## src/rtl/clk_period_monitor_if.sv

```systemverilog
// Monitor-side signals of clk_period_monitor: observed clock and enable in, edge pulses and measurements out.
// Purely combinational wiring; no flow control (outputs are strobes and levels).
interface clk_period_monitor_if #(
  parameter int CntW = 25
);
  logic            En;
  logic            ClkIn;
  logic            RisePulse;
  logic            FallPulse;
  logic            PeriodValid;
  logic [CntW-1:0] Period;
  logic [CntW-1:0] HighTime;
  logic            Stalled;

  modport master (
    output En, ClkIn,
    input  RisePulse, FallPulse, PeriodValid, Period, HighTime, Stalled
  );

  modport slave (
    input  En, ClkIn,
    output RisePulse, FallPulse, PeriodValid, Period, HighTime, Stalled
  );
endinterface

```

## src/rtl/clk_period_monitor.sv

```systemverilog
// Synchronises a slow async clock, emits edge pulses, measures period/high time and flags stalls.
// Edge pulses and reports appear 3 Clk after ClkIn changes; no backpressure, results are strobes/levels.
module clk_period_monitor #(
  parameter int CntW       = 25,
  parameter int TimeoutVal = 1000000
) (
  input  logic                  Clk,
  input  logic                  Rst,
  clk_period_monitor_if.slave   mon
);

  typedef enum logic [1:0] {
    IDLE    = 2'd0,
    MEASURE = 2'd1,
    STALL   = 2'd2
  } state_t;

  localparam logic [CntW-1:0] ONE          = {{(CntW-1){1'b0}}, 1'b1};
  localparam logic [CntW-1:0] TIMEOUT_LAST = CntW'(TimeoutVal - 1);

  state_t          state_q, state_d;
  logic            s1_q, s1_d;
  logic            s2_q, s2_d;
  logic            s3_q, s3_d;
  logic            rise_pulse_q, rise_pulse_d;
  logic            fall_pulse_q, fall_pulse_d;
  logic            period_valid_q, period_valid_d;
  logic            stalled_q, stalled_d;
  logic [CntW-1:0] per_cnt_q, per_cnt_d;
  logic [CntW-1:0] hi_cnt_q, hi_cnt_d;
  logic [CntW-1:0] period_q, period_d;
  logic [CntW-1:0] high_time_q, high_time_d;
  logic            rise;
  logic            fall;

  always_comb begin
    s1_d = mon.ClkIn;
    s2_d = s1_q;
    s3_d = s2_q;
    rise = s2_q & ~s3_q;
    fall = ~s2_q & s3_q;
    rise_pulse_d   = rise;
    fall_pulse_d   = fall;
    state_d        = state_q;
    per_cnt_d      = per_cnt_q;
    hi_cnt_d       = hi_cnt_q;
    period_d       = period_q;
    high_time_d    = high_time_q;
    period_valid_d = 1'b0;
    stalled_d      = stalled_q;

    if (!mon.En) begin
      state_d   = IDLE;
      stalled_d = 1'b0;
      per_cnt_d = '0;
      hi_cnt_d  = '0;
    end else begin
      // On every accepted rise the high counter is seeded with 1: the rise cycle
      // itself already has s2 high and belongs to the new period's high time.
      case (state_q)
        IDLE: begin
          per_cnt_d = '0;
          hi_cnt_d  = '0;
          if (rise) begin
            state_d  = MEASURE;
            hi_cnt_d = ONE;
          end
        end
        MEASURE: begin
          per_cnt_d = per_cnt_q + ONE;
          hi_cnt_d  = hi_cnt_q + {{(CntW-1){1'b0}}, s2_q};
          if (rise) begin
            period_d       = per_cnt_q + ONE;
            high_time_d    = hi_cnt_q;
            period_valid_d = 1'b1;
            per_cnt_d      = '0;
            hi_cnt_d       = ONE;
          end else if (per_cnt_q == TIMEOUT_LAST) begin
            state_d   = STALL;
            stalled_d = 1'b1;
            per_cnt_d = '0;
            hi_cnt_d  = '0;
          end
        end
        STALL: begin
          per_cnt_d = '0;
          hi_cnt_d  = '0;
          if (rise) begin
            state_d   = MEASURE;
            stalled_d = 1'b0;
            hi_cnt_d  = ONE;
          end
        end
        default: begin
          state_d   = IDLE;
          stalled_d = 1'b0;
          per_cnt_d = '0;
          hi_cnt_d  = '0;
        end
      endcase
    end
  end

  always_ff @(posedge Clk or negedge Rst) begin
    if (!Rst) begin
      state_q        <= IDLE;
      s1_q           <= 1'b0;
      s2_q           <= 1'b0;
      s3_q           <= 1'b0;
      rise_pulse_q   <= 1'b0;
      fall_pulse_q   <= 1'b0;
      period_valid_q <= 1'b0;
      stalled_q      <= 1'b0;
      per_cnt_q      <= '0;
      hi_cnt_q       <= '0;
      period_q       <= '0;
      high_time_q    <= '0;
    end else begin
      state_q        <= state_d;
      s1_q           <= s1_d;
      s2_q           <= s2_d;
      s3_q           <= s3_d;
      rise_pulse_q   <= rise_pulse_d;
      fall_pulse_q   <= fall_pulse_d;
      period_valid_q <= period_valid_d;
      stalled_q      <= stalled_d;
      per_cnt_q      <= per_cnt_d;
      hi_cnt_q       <= hi_cnt_d;
      period_q       <= period_d;
      high_time_q    <= high_time_d;
    end
  end

  assign mon.RisePulse   = rise_pulse_q;
  assign mon.FallPulse   = fall_pulse_q;
  assign mon.PeriodValid = period_valid_q;
  assign mon.Period      = period_q;
  assign mon.HighTime    = high_time_q;
  assign mon.Stalled     = stalled_q;

endmodule

```

## src/flat_wrapper.sv

```systemverilog
// flat-port wrapper written by rule: the top's interface ports become plain ports
module clk_period_monitor_flat 
#(
  parameter int CntW       = 25,
  parameter int TimeoutVal = 1000000
)
  (Clk, Rst, mon_En, mon_ClkIn, mon_RisePulse, mon_FallPulse, mon_PeriodValid, mon_Period, mon_HighTime, mon_Stalled);
  clk_period_monitor_if #(.CntW(CntW)) mon_i ();
  input  logic Clk;
  input  logic Rst;
  input wire logic [$bits(mon_i.En)-1:0] mon_En;
  input wire logic [$bits(mon_i.ClkIn)-1:0] mon_ClkIn;
  output wire logic [$bits(mon_i.RisePulse)-1:0] mon_RisePulse;
  output wire logic [$bits(mon_i.FallPulse)-1:0] mon_FallPulse;
  output wire logic [$bits(mon_i.PeriodValid)-1:0] mon_PeriodValid;
  output wire logic [$bits(mon_i.Period)-1:0] mon_Period;
  output wire logic [$bits(mon_i.HighTime)-1:0] mon_HighTime;
  output wire logic [$bits(mon_i.Stalled)-1:0] mon_Stalled;
  assign mon_i.En = mon_En;
  assign mon_i.ClkIn = mon_ClkIn;
  assign mon_RisePulse = mon_i.RisePulse;
  assign mon_FallPulse = mon_i.FallPulse;
  assign mon_PeriodValid = mon_i.PeriodValid;
  assign mon_Period = mon_i.Period;
  assign mon_HighTime = mon_i.HighTime;
  assign mon_Stalled = mon_i.Stalled;
  clk_period_monitor #(.CntW(CntW), .TimeoutVal(TimeoutVal)) u_core (.Clk(Clk), .Rst(Rst), .mon(mon_i));
endmodule
```

## config.mk

```make
export PLATFORM = sky130hd
export DESIGN_NAME = clk_period_monitor_flat
export DESIGN_NICKNAME = d
export VERILOG_FILES = /design/src/rtl/clk_period_monitor_if.sv /design/src/rtl/clk_period_monitor.sv /design/src/flat_wrapper.sv
export SDC_FILE = /design/constraint.sdc
export NUM_CORES = 1
export LEC_CHECK = 0
export ABC_AREA = 1
export BUFFER_PORTS_ARGS = -buffer_cell sky130_fd_sc_hd__buf_2
export CAP_MARGIN = 15
export CELL_PAD_IN_SITES_DETAIL_PLACEMENT = 1
export CELL_PAD_IN_SITES_GLOBAL_PLACEMENT = 1
export CORE_MARGIN = 8
export CORE_UTILIZATION = 47
export DETAILED_ROUTE_END_ITERATION = 6
export PLACE_DENSITY = 0.85
export SYNTH_ARGS = -nofsm -noshare
export SYNTH_HDL_FRONTEND = slang
export SYNTH_SLANG_ARGS = --single-unit
```

## constraint.sdc

```tcl
create_clock -name Clk -period 2.71 [get_ports Clk]
set_clock_uncertainty 0.1 [all_clocks]
set_input_delay 0.271 -clock Clk [delete_from_list [all_inputs] [get_ports Clk]]
set_output_delay 0.271 -clock Clk [all_outputs]
set_load 0.02 [all_outputs]
```

==> metrics.md, run 1 <==
| Metric | Value |
|---|---|
| Status | finished clean |
| Setup tns final | 0 ps |
| RSZ-0062 raised after global routing | no |
| Unique masters post-synth | 30 |
| Row cnt | 38 |
| Psw | between 0.7 and 0.8 mW |
| Seq/Total Area, Yosys | around 53% |
| FFs w/ async S/R, synth | 100.0% |
| Comb pwr share | 5.4% |
| Clock buffer depth | 2 |
| Pwr Density | 508.6 mW/mm^2 |
| Final hold vios | 0 |
| Drt drc | 0 |
| Top-area cell type share of the netlist area | 53.17% |
| Starting Density | 47.74% |
| Synth-to-Final Area Change | 13.37% |
| Fin crit period | 1983 ps |
| Crit share post-route | 73.19% |
| Die width | 120.5 um |
| CTS Buf Count | 9 |
| Largest cells by area after synthesis | dfrtp_1 (53%), nand2_1 (14%), nor2_1 (7.5%) |
| Worst EP arrival | 2150 ps |
| DP HPWL | 10200 um |
| Initial antenna violation count | 0 |
| Worst setup SP type | flop |
| Largest net degree at the start of global routing | 53 |
| Initial detailed-routing violation count | 168 |
| P_int | around 2.2 mW |
| Worst Tran Pin Value | 639.6 ps |
| Switching share of power | between 20% and 30% |
| WP data required | 2880 ps |
| Post-synthesis net count | 622 |
| Number of flops mapped to enable cells by yosys | 0 |
| GRT Residual Overflow | 0 |
| WL/cell | 16.52 um |
| Synth warn | 0 |
| Htree depth | 3 |
| Worst Hold Class | in2reg |
| Detail Route Antenna Nets | 0 |
| Global-route wire length before repair | 23200 um |
| Die ar. | ~0.015 mm^2 |
| Ys flop type | dfrtp_1 |
| Top cells by count, synth | nand2_1 (193), dfrtp_1 (109), nor2_1 (102) |
| I/O Pins | 58 |
| Gp weighted congestion | 0.8655 |
| Vias post-DR | 4214 |
| Setup violators final | 0 |
| Share of post-route cells with drive strength above 1 | between 15 and 20% |
| FF/Latch Area | 0.002728 mm^2 |
| Final Util | 54.12% |
| Cts repair resizes | 0 |
| Seq pwr share | 56.4% |
| Clock-pin transition on the worst setup and hold timing paths | 100 ps |
| Final setup margin | 726.6 ps |
| Fillers | 1357 |
| Mean Syn Cell Area | about 8.3 um^2 |
| CTS tree | done |
| Clk root buf | clkbuf_8 |
| Number of global-route vias before repair | 4708 |
| Crit-path max FO | 52 |
| Most numerous cell in the Yosys netlist | nand2_1 |
| Leak | 2.791 nW |
| Max-slew violation count | 0 |
| Max frequency | 504.2 MHz |
| Critical path class | reg2reg |
| Post-DR vias/cell | 5.133 |
| Mapped Cells | 615 |
| Port buffer count | between 50 and 60 |
| Worst slack, placed | between 700 and 800 ps |
| Final #Nets | 683 |
| Die extent in y | about 120 um |
| Cell area after synthesis | 0.005130 mm^2 |
| Iteration count of the initial detailed-routing pass | 4 |
| Peak VDD IR | ~0.0004 V |
| Worst Setup End Kind | flop |
| Max Cap Violations | 0 |
| #FFs+latches synth | 109 |
| Synth area leader | dfrtp_1 |
| Placeable Area | 0.01075 mm^2 |
| Clock power share | 38.3% |
| Global Route Usage Sum | 19.82% |
| Detailed-route wire length | 13560 um |
| Diode count | 0 |
| Clk sinks | 109 |
| Later-pin clock latency in the skew report | roughly 390 ps |
| Footprint of the multi-input gates | 0.002115 mm^2 |
| Relative slew slack | 57.36% |
-- timing repair --
| item | 4_1_cts | 5_1_grt |
|---|---|---|
| endpoints found under the setup margin | 0 | 0 |
| hold buffers | 2 | 0 |
| buffers inserted | 0 | 0 |
| hold endpoints to repair | 48 | 0 |
-- metrics by stage --
step	hold WS, ps	area, um^2	total power, mW	cells
3_5_place_dp	236.8	5563	1.859	803
6_report	51.91	5816	2.958	821
5_1_grt	57.47	5816	3.069	821
2_1_floorplan	-124.6	5130	1.777	615
3_3_place_gp	226.8	5563	1.849	803
4_1_cts	34.72	5816	2.996	821
-- cell families (layout without fill, tap and decap cells) --
family                   after synthesis  after routing  synth area share, %
flip-flops                           109            109                53.17
AND/OR/NAND/NOR                      369            369                31.88
AO/OA/AOI/OAI                         48             48                5.024
adder cells (fa/ha/maj)                3              3               0.7318
XOR/XNOR                              21             21                3.585
buffers and inverters                 65            131                5.610
-- layout by cell type, fill, tap and decap left out, drive strengths merged --
cell type,synthesis,layout
a21oi,8,8
a31oi,2,2
buf,14,63
bufinv,0,2
clkbuf,1,10
clkinv,0,3
dfrtp,109,109
dlygate4sd3,0,2
ha,3,3
inv,50,51
nand2,201,201
nand3,29,29
nand4,6,6
nor2,118,118
nor2b,1,1
nor3,14,14
o211ai,1,1
o21ai,34,34
o21bai,2,2
o31ai,1,1
xnor2,9,9
xor2,12,12
-- layout make-up --
type	instances	area share [%]
Clock buffer	10	2.367
Clock inverter	6	1.635
Multi-Input combinational cell	441	36.36
Timing Repair Buffer	65	6.497
Tap cell	140	3.012
Sequential cell	109	46.90
Inverter	50	3.227
-- registers in the layout, summed over array words and instances, names as in the netlist, 2 cells and up --
signal and flops:
u_core.hi_cnt_q 25, u_core.mon.HighTime 25, u_core.mon.Period 25, u_core.per_cnt_q 25
u_core.state_q 2
-- layer usage --
| metal | GRT usage [%] | vias to the layer above | wire [um] |
|---|---|---|---|
| met5 | 0 | - | 0 |
| li1 | - | 2030 | - |
| met4 | 6.557 | 0 | 267 |
| met3 | 4.569 | 22 | 426 |
| met2 | 36.33 | 55 | 7222 |
| met1 | 22.14 | 2107 | 5647 |
-- power groups by stage --
stage / registers [mW] / logic (mW) / clock network (mW)
finish: 1.67 / 0.159 / 1.13
global route: 1.67 / 0.178 / 1.22
CTS: 1.67 / 0.164 / 1.17
detailed placement: 1.70 / 0.161 / 0
global placement: 1.70 / 0.152 / 0
floorplan: 1.71 / 0.0636 / 0
-- worst max-delay path, cell delays in order, from the launching register on --
cell and delay, ps:
dfrtp_1 440, nand2_1 440, nor2_4 90, inv_2 350
buf_12 290, o21ai_0 140
-- path summary, 6_finish.rpt --
kind | end | slack, ps | start | depth (start not counted)
setup reg to reg | u_core.mon.Period[5]$_DFFE_PN0P_ | 730 | u_core.s2_q$_DFF_PN0_ | 5
min in group asynchronous | u_core.mon.Period[5]$_DFFE_PN0P_ | 340 | Rst | 2
hold reg to reg | u_core.s2_q$_DFF_PN0_ | 260 | u_core.s1_q$_DFF_PN0_ | 0
max in group asynchronous | u_core.mon.HighTime[8]$_DFFE_PN0P_ | 1470 | Rst | 3
setup / recovery | u_core.mon.Period[5]$_DFFE_PN0P_ | 730 | u_core.s2_q$_DFF_PN0_ | 5
hold / removal | u_core.per_cnt_q[11]$_DFF_PN0_ | 50 | mon_En | 3
No activity file was read; power rests on OpenSTA's default activity.
==> run 2, diff against run 1 <==
--- a/config.mk
+++ b/config.mk
@@ -5,15 +5,15 @@
 export SDC_FILE = /design/constraint.sdc
 export NUM_CORES = 1
 export LEC_CHECK = 0
-export ABC_AREA = 1
+export ABC_AREA = 0
 export BUFFER_PORTS_ARGS = -buffer_cell sky130_fd_sc_hd__buf_2
 export CAP_MARGIN = 15
 export CELL_PAD_IN_SITES_DETAIL_PLACEMENT = 1
 export CELL_PAD_IN_SITES_GLOBAL_PLACEMENT = 1
 export CORE_MARGIN = 8
-export CORE_UTILIZATION = 47
+export CORE_UTILIZATION = 41
 export DETAILED_ROUTE_END_ITERATION = 6
-export PLACE_DENSITY = 0.85
+export PLACE_DENSITY = 0.76
 export SYNTH_ARGS = -nofsm -noshare
 export SYNTH_HDL_FRONTEND = slang
 export SYNTH_SLANG_ARGS = --single-unit
==> constraint.sdc (replaced) <==
create_clock -name Clk -period 1.7 [get_ports Clk]
set_clock_uncertainty 0.1 [all_clocks]
set_input_delay 0.17 -clock Clk [delete_from_list [all_inputs] [get_ports Clk]]
set_output_delay 0.17 -clock Clk [all_outputs]
set_load 0.02 [all_outputs]
==> run 2 against run 1 <==
The run now ends with setup timing left. Worst setup slack got worse by 1000 ps. Critical path depth rose by 2. Flip-flop and latch count did not move. Via count fell by 11%. First-iteration DRC count rose by 63%. Cell count fell by 16%. Largest cell class unchanged.
==> metrics.md, run 2 <==
| Metric | Value |
|---|---|
| Status | complete, but fails checks |
| Failing checks | setup timing |
| Mean Syn Cell Area | 11.26 um^2 (+35%) |
| Share of post-route cells with drive strength above 1 | 44.93% (+27 points) |
| Iteration count of the initial detailed-routing pass | 4 (unchanged) |
| Seq/Total Area, Yosys | 60.25% (+7.1 points) |
| Crit-path max FO | 3 (-94%) |
| I/O Pins | 58 (unchanged) |
| Max Cap Violations | 0 (unchanged) |
| Largest net degree at the start of global routing | 63 (+19%) |
| Fin crit period | 2020 ps (+36.41 ps) |
| Crit share post-route | 118.8% (+46 points) |
| Peak VDD IR | 0.0005115 V (+24%) |
| Top cells by count, synth | dfrtp_1 (109), nor2_1 (80), xor2_1 (28) |
| CTS tree | done |
| DP HPWL | 8195 um (-20%) |
| Clock-pin transition on the worst setup and hold timing paths | 110 ps (about the same) |
| Largest cells by area after synthesis | dfrtp_1 (60%), nor2_1 (6.6%), mux2_2 (6.5%) |
| RSZ-0062 raised after global routing | yes |
| Die width | 121.1 um (+0.50%) |
| Detail Route Antenna Nets | 0 (unchanged) |
| Slowest stage delay, CP | 410 ps (-30 ps) |
| Clock buffer depth | 2 (unchanged) |
| Max frequency | 495.1 MHz (-1.8%) |
| Clk root buf | clkbuf_8 |
| Max-slew violation count | 0 (unchanged) |
| Post-synthesis net count | 409 (-34%) |
| Die extent in y | 121.1 um (+0.50%) |
| Worst Tran Pin Value | 410.8 ps (-228.7 ps) |
| Initial detailed-routing violation count | 273 (+63%) |
| Fillers | 1105 (-19%) |
| FFs w/ async S/R, synth | 100.0% (unchanged) |
| #FFs+latches synth | 109 (unchanged) |
| Cell Chain, Critical Path | ha_1 -> nand4_1 -> nor4_2 -> buf_4 -> nand4_1 -> xor2_1 -> nor2_1 |
| Diode count | 0 (unchanged) |
| Cell at the slowest stage of the critical path | dfrtp_1 |
| Vias post-DR | 3748 (-11%) |
| Final #Nets | 554 (-19%) |
| Most frequent cells in the layout | dfrtp_1 (109), nor2_1 (77), buf_4 (64) |
| Final hold vios | 0 (unchanged) |
| Unique masters post-synth | 31 (+3.3%) |
| Clk sinks | 109 (unchanged) |
| Most numerous cell in the Yosys netlist | dfrtp_1 |
| Worst Setup End Kind | flop |
| Total chip power | 5.150 mW (+74%) |
| Number of global-route vias before repair | 4139 (-12%) |
| Critical path's most frequent cell | nand4_1 |
| Detailed-route wire length | 15960 um (+18%) |
| Initial antenna violation count | 0 (unchanged) |
| Worst EP arrival | 2220 ps (+70 ps) |
| Ys flop type | dfrtp_1 |
| Worst slack, placed | -244.6 ps (-975.0 ps) |
| CTS Buf Count | 9 (unchanged) |
| Later-pin clock latency in the skew report | 380 ps (about the same) |
| Cell area after synthesis | 0.004527 mm^2 (-12%) |
| Placed cells | 645 (-20%) |
| Pwr Density | 787.0 mW/mm^2 (+55%) |
| Leak | 3.029 nW (+8.5%) |
| Global-route wire length before repair | 21960 um (-5.4%) |
| Starting Density | 41.94% (-5.8 points) |
| WL/cell | 23.07 um (+40%) |
| Layout Cells excl Fill | 692 (-16%) |
| Port buffer count | 57 (unchanged) |
| Critical path class | reg2reg |
| Final Util | 60.63% (+6.5 points) |
| Synth-to-Final Area Change | 44.56% |
| Die ar. | 0.01466 mm^2 (+1.0%) |
| Most common cell after layout, fill and taps aside | dfrtp_1 |
| Mapped Cells | 402 (-35%) |
| Worst Hold Class | in2async |
| Drt drc | 0 (unchanged) |
| Placeable Area | 0.01079 mm^2 (+0.44%) |
| Top-area cell type share of the netlist area | 60.25% (+7.1 points) |
| GRT Residual Overflow | 0 (unchanged) |
| Row cnt | 38 (unchanged) |
| Post-DR vias/cell | 5.416 (+5.5%) |
| Number of flops mapped to enable cells by yosys | 0 (unchanged) |
| Global Route Usage Sum | 18.92% (-0.90 points) |
| WP data required | 1900 ps (-980 ps) |
| Synth area leader | dfrtp_1 |
| Setup violators final | 74 (+74) |
| Htree depth | 3 (unchanged) |
| Synth warn | 0 (unchanged) |
| Setup tns final | -17520 ps (-17520 ps) |
| Worst setup SP type | flop |
| Relative slew slack | 72.23% (+15 points) |
| Gp weighted congestion | 0.8068 (-6.8%) |
| Final setup margin | -319.8 ps (-1046 ps) |
run 2: changes by cell type after synthesis, sizes merged, moves of 16 or more:
cell / before / now
nand2: 201 / 17
inv: 50 / 6
nor2: 118 / 80
o21ai: 34 / 1
mux2: 0 / 26
a21oi: 8 / 25
xor2: 12 / 28
run 2: what timing repair did:
item                                    in CTS  in global routing
gates resized for setup                     42                 69
setup buffers                                9                 14
pin swaps                                   18                 34
hold buffers                                 3                  0
cloned                                       2                  3
endpoints found under the hold margin      113                  0
endpoints found under the setup margin      94                 99
run 2: kinds of logic (layout without fill, tap and decap cells):
| logic type | Yosys count | in the layout | share of synthesized area, % |
|---|---|---|---|
| compound gates | 27 | 27 | 3.068 |
| mux | 27 | 27 | 6.689 |
| simple gates | 170 | 170 | 17.97 |
| fa+ha+maj | 3 | 3 | 0.8293 |
| xor+xnor | 47 | 47 | 9.094 |
| buf+inv | 19 | 169 | 2.100 |
| flops | 109 | 109 | 60.25 |
run 2: layout make-up:
cell class              count  area (um^2)  share of cell area, %
well taps                 140        175.2                  2.677
inverters                   6        22.52                 0.3442
clock inverters             4        30.03                 0.4589
repair buffers            147         1205                  18.41
flip-flops and latches    109         2728                  41.68
clock buffers              12        155.1                  2.371
multi-input cells         274         2228                  34.05
run 2: path summary, 6_finish.rpt:
path	start	endpoint	cells past startpoint	slack [ps]
max in group asynchronous	Rst	u_core.mon.HighTime[18]$_DFFE_PN0P_	3	960
min in group Clk	u_core.s1_q$_DFF_PN0_	u_core.s2_q$_DFF_PN0_	0	270
worst max-delay path	u_core.s2_q$_DFF_PN0_	u_core.hi_cnt_q[19]$_DFF_PN0_	7	-320
worst min register to register	u_core.s1_q$_DFF_PN0_	u_core.s2_q$_DFF_PN0_	0	270
worst max register to register	u_core.s2_q$_DFF_PN0_	u_core.hi_cnt_q[19]$_DFF_PN0_	7	-320
worst min-delay path	Rst	u_core.mon.Period[16]$_DFFE_PN0P_	3	210
run 2: critical path: cells and delay by family (launching register included):
family | cells | cell delay, ps
buffers and inverters | 1 | 200
AND/OR/NAND/NOR | 4 | 860
XOR/XNOR | 1 | 170
flip-flops | 1 | 410
adder cells (fa/ha/maj) | 1 | 200
run 2: layer usage:
layer / global-route usage, % / vias up / part of all wire (%)
li1: - / 1630 / -
met1: 21.21 / 1943 / 38
met2: 34.23 / 133 / 54
met3: 4.653 / 42 / 4.5
met4: 6.401 / 0 / 3.5
met5: 0 / - / 0
run 2: report_power, final:
part	switching (mW)	internal (mW)
Combinational	0.483	0.271
Sequential	0.0859	2.75
Clock	0.933	0.625
run 2: per-stage QoR:
step	hold WS (ps)	area, um^2
after floorplan	-225.6	4561
after global placement	81.28	5463
after detailed placement	88.32	5463
after CTS	235.1	6028
after global routing	236.0	6544
final	213.3	6544
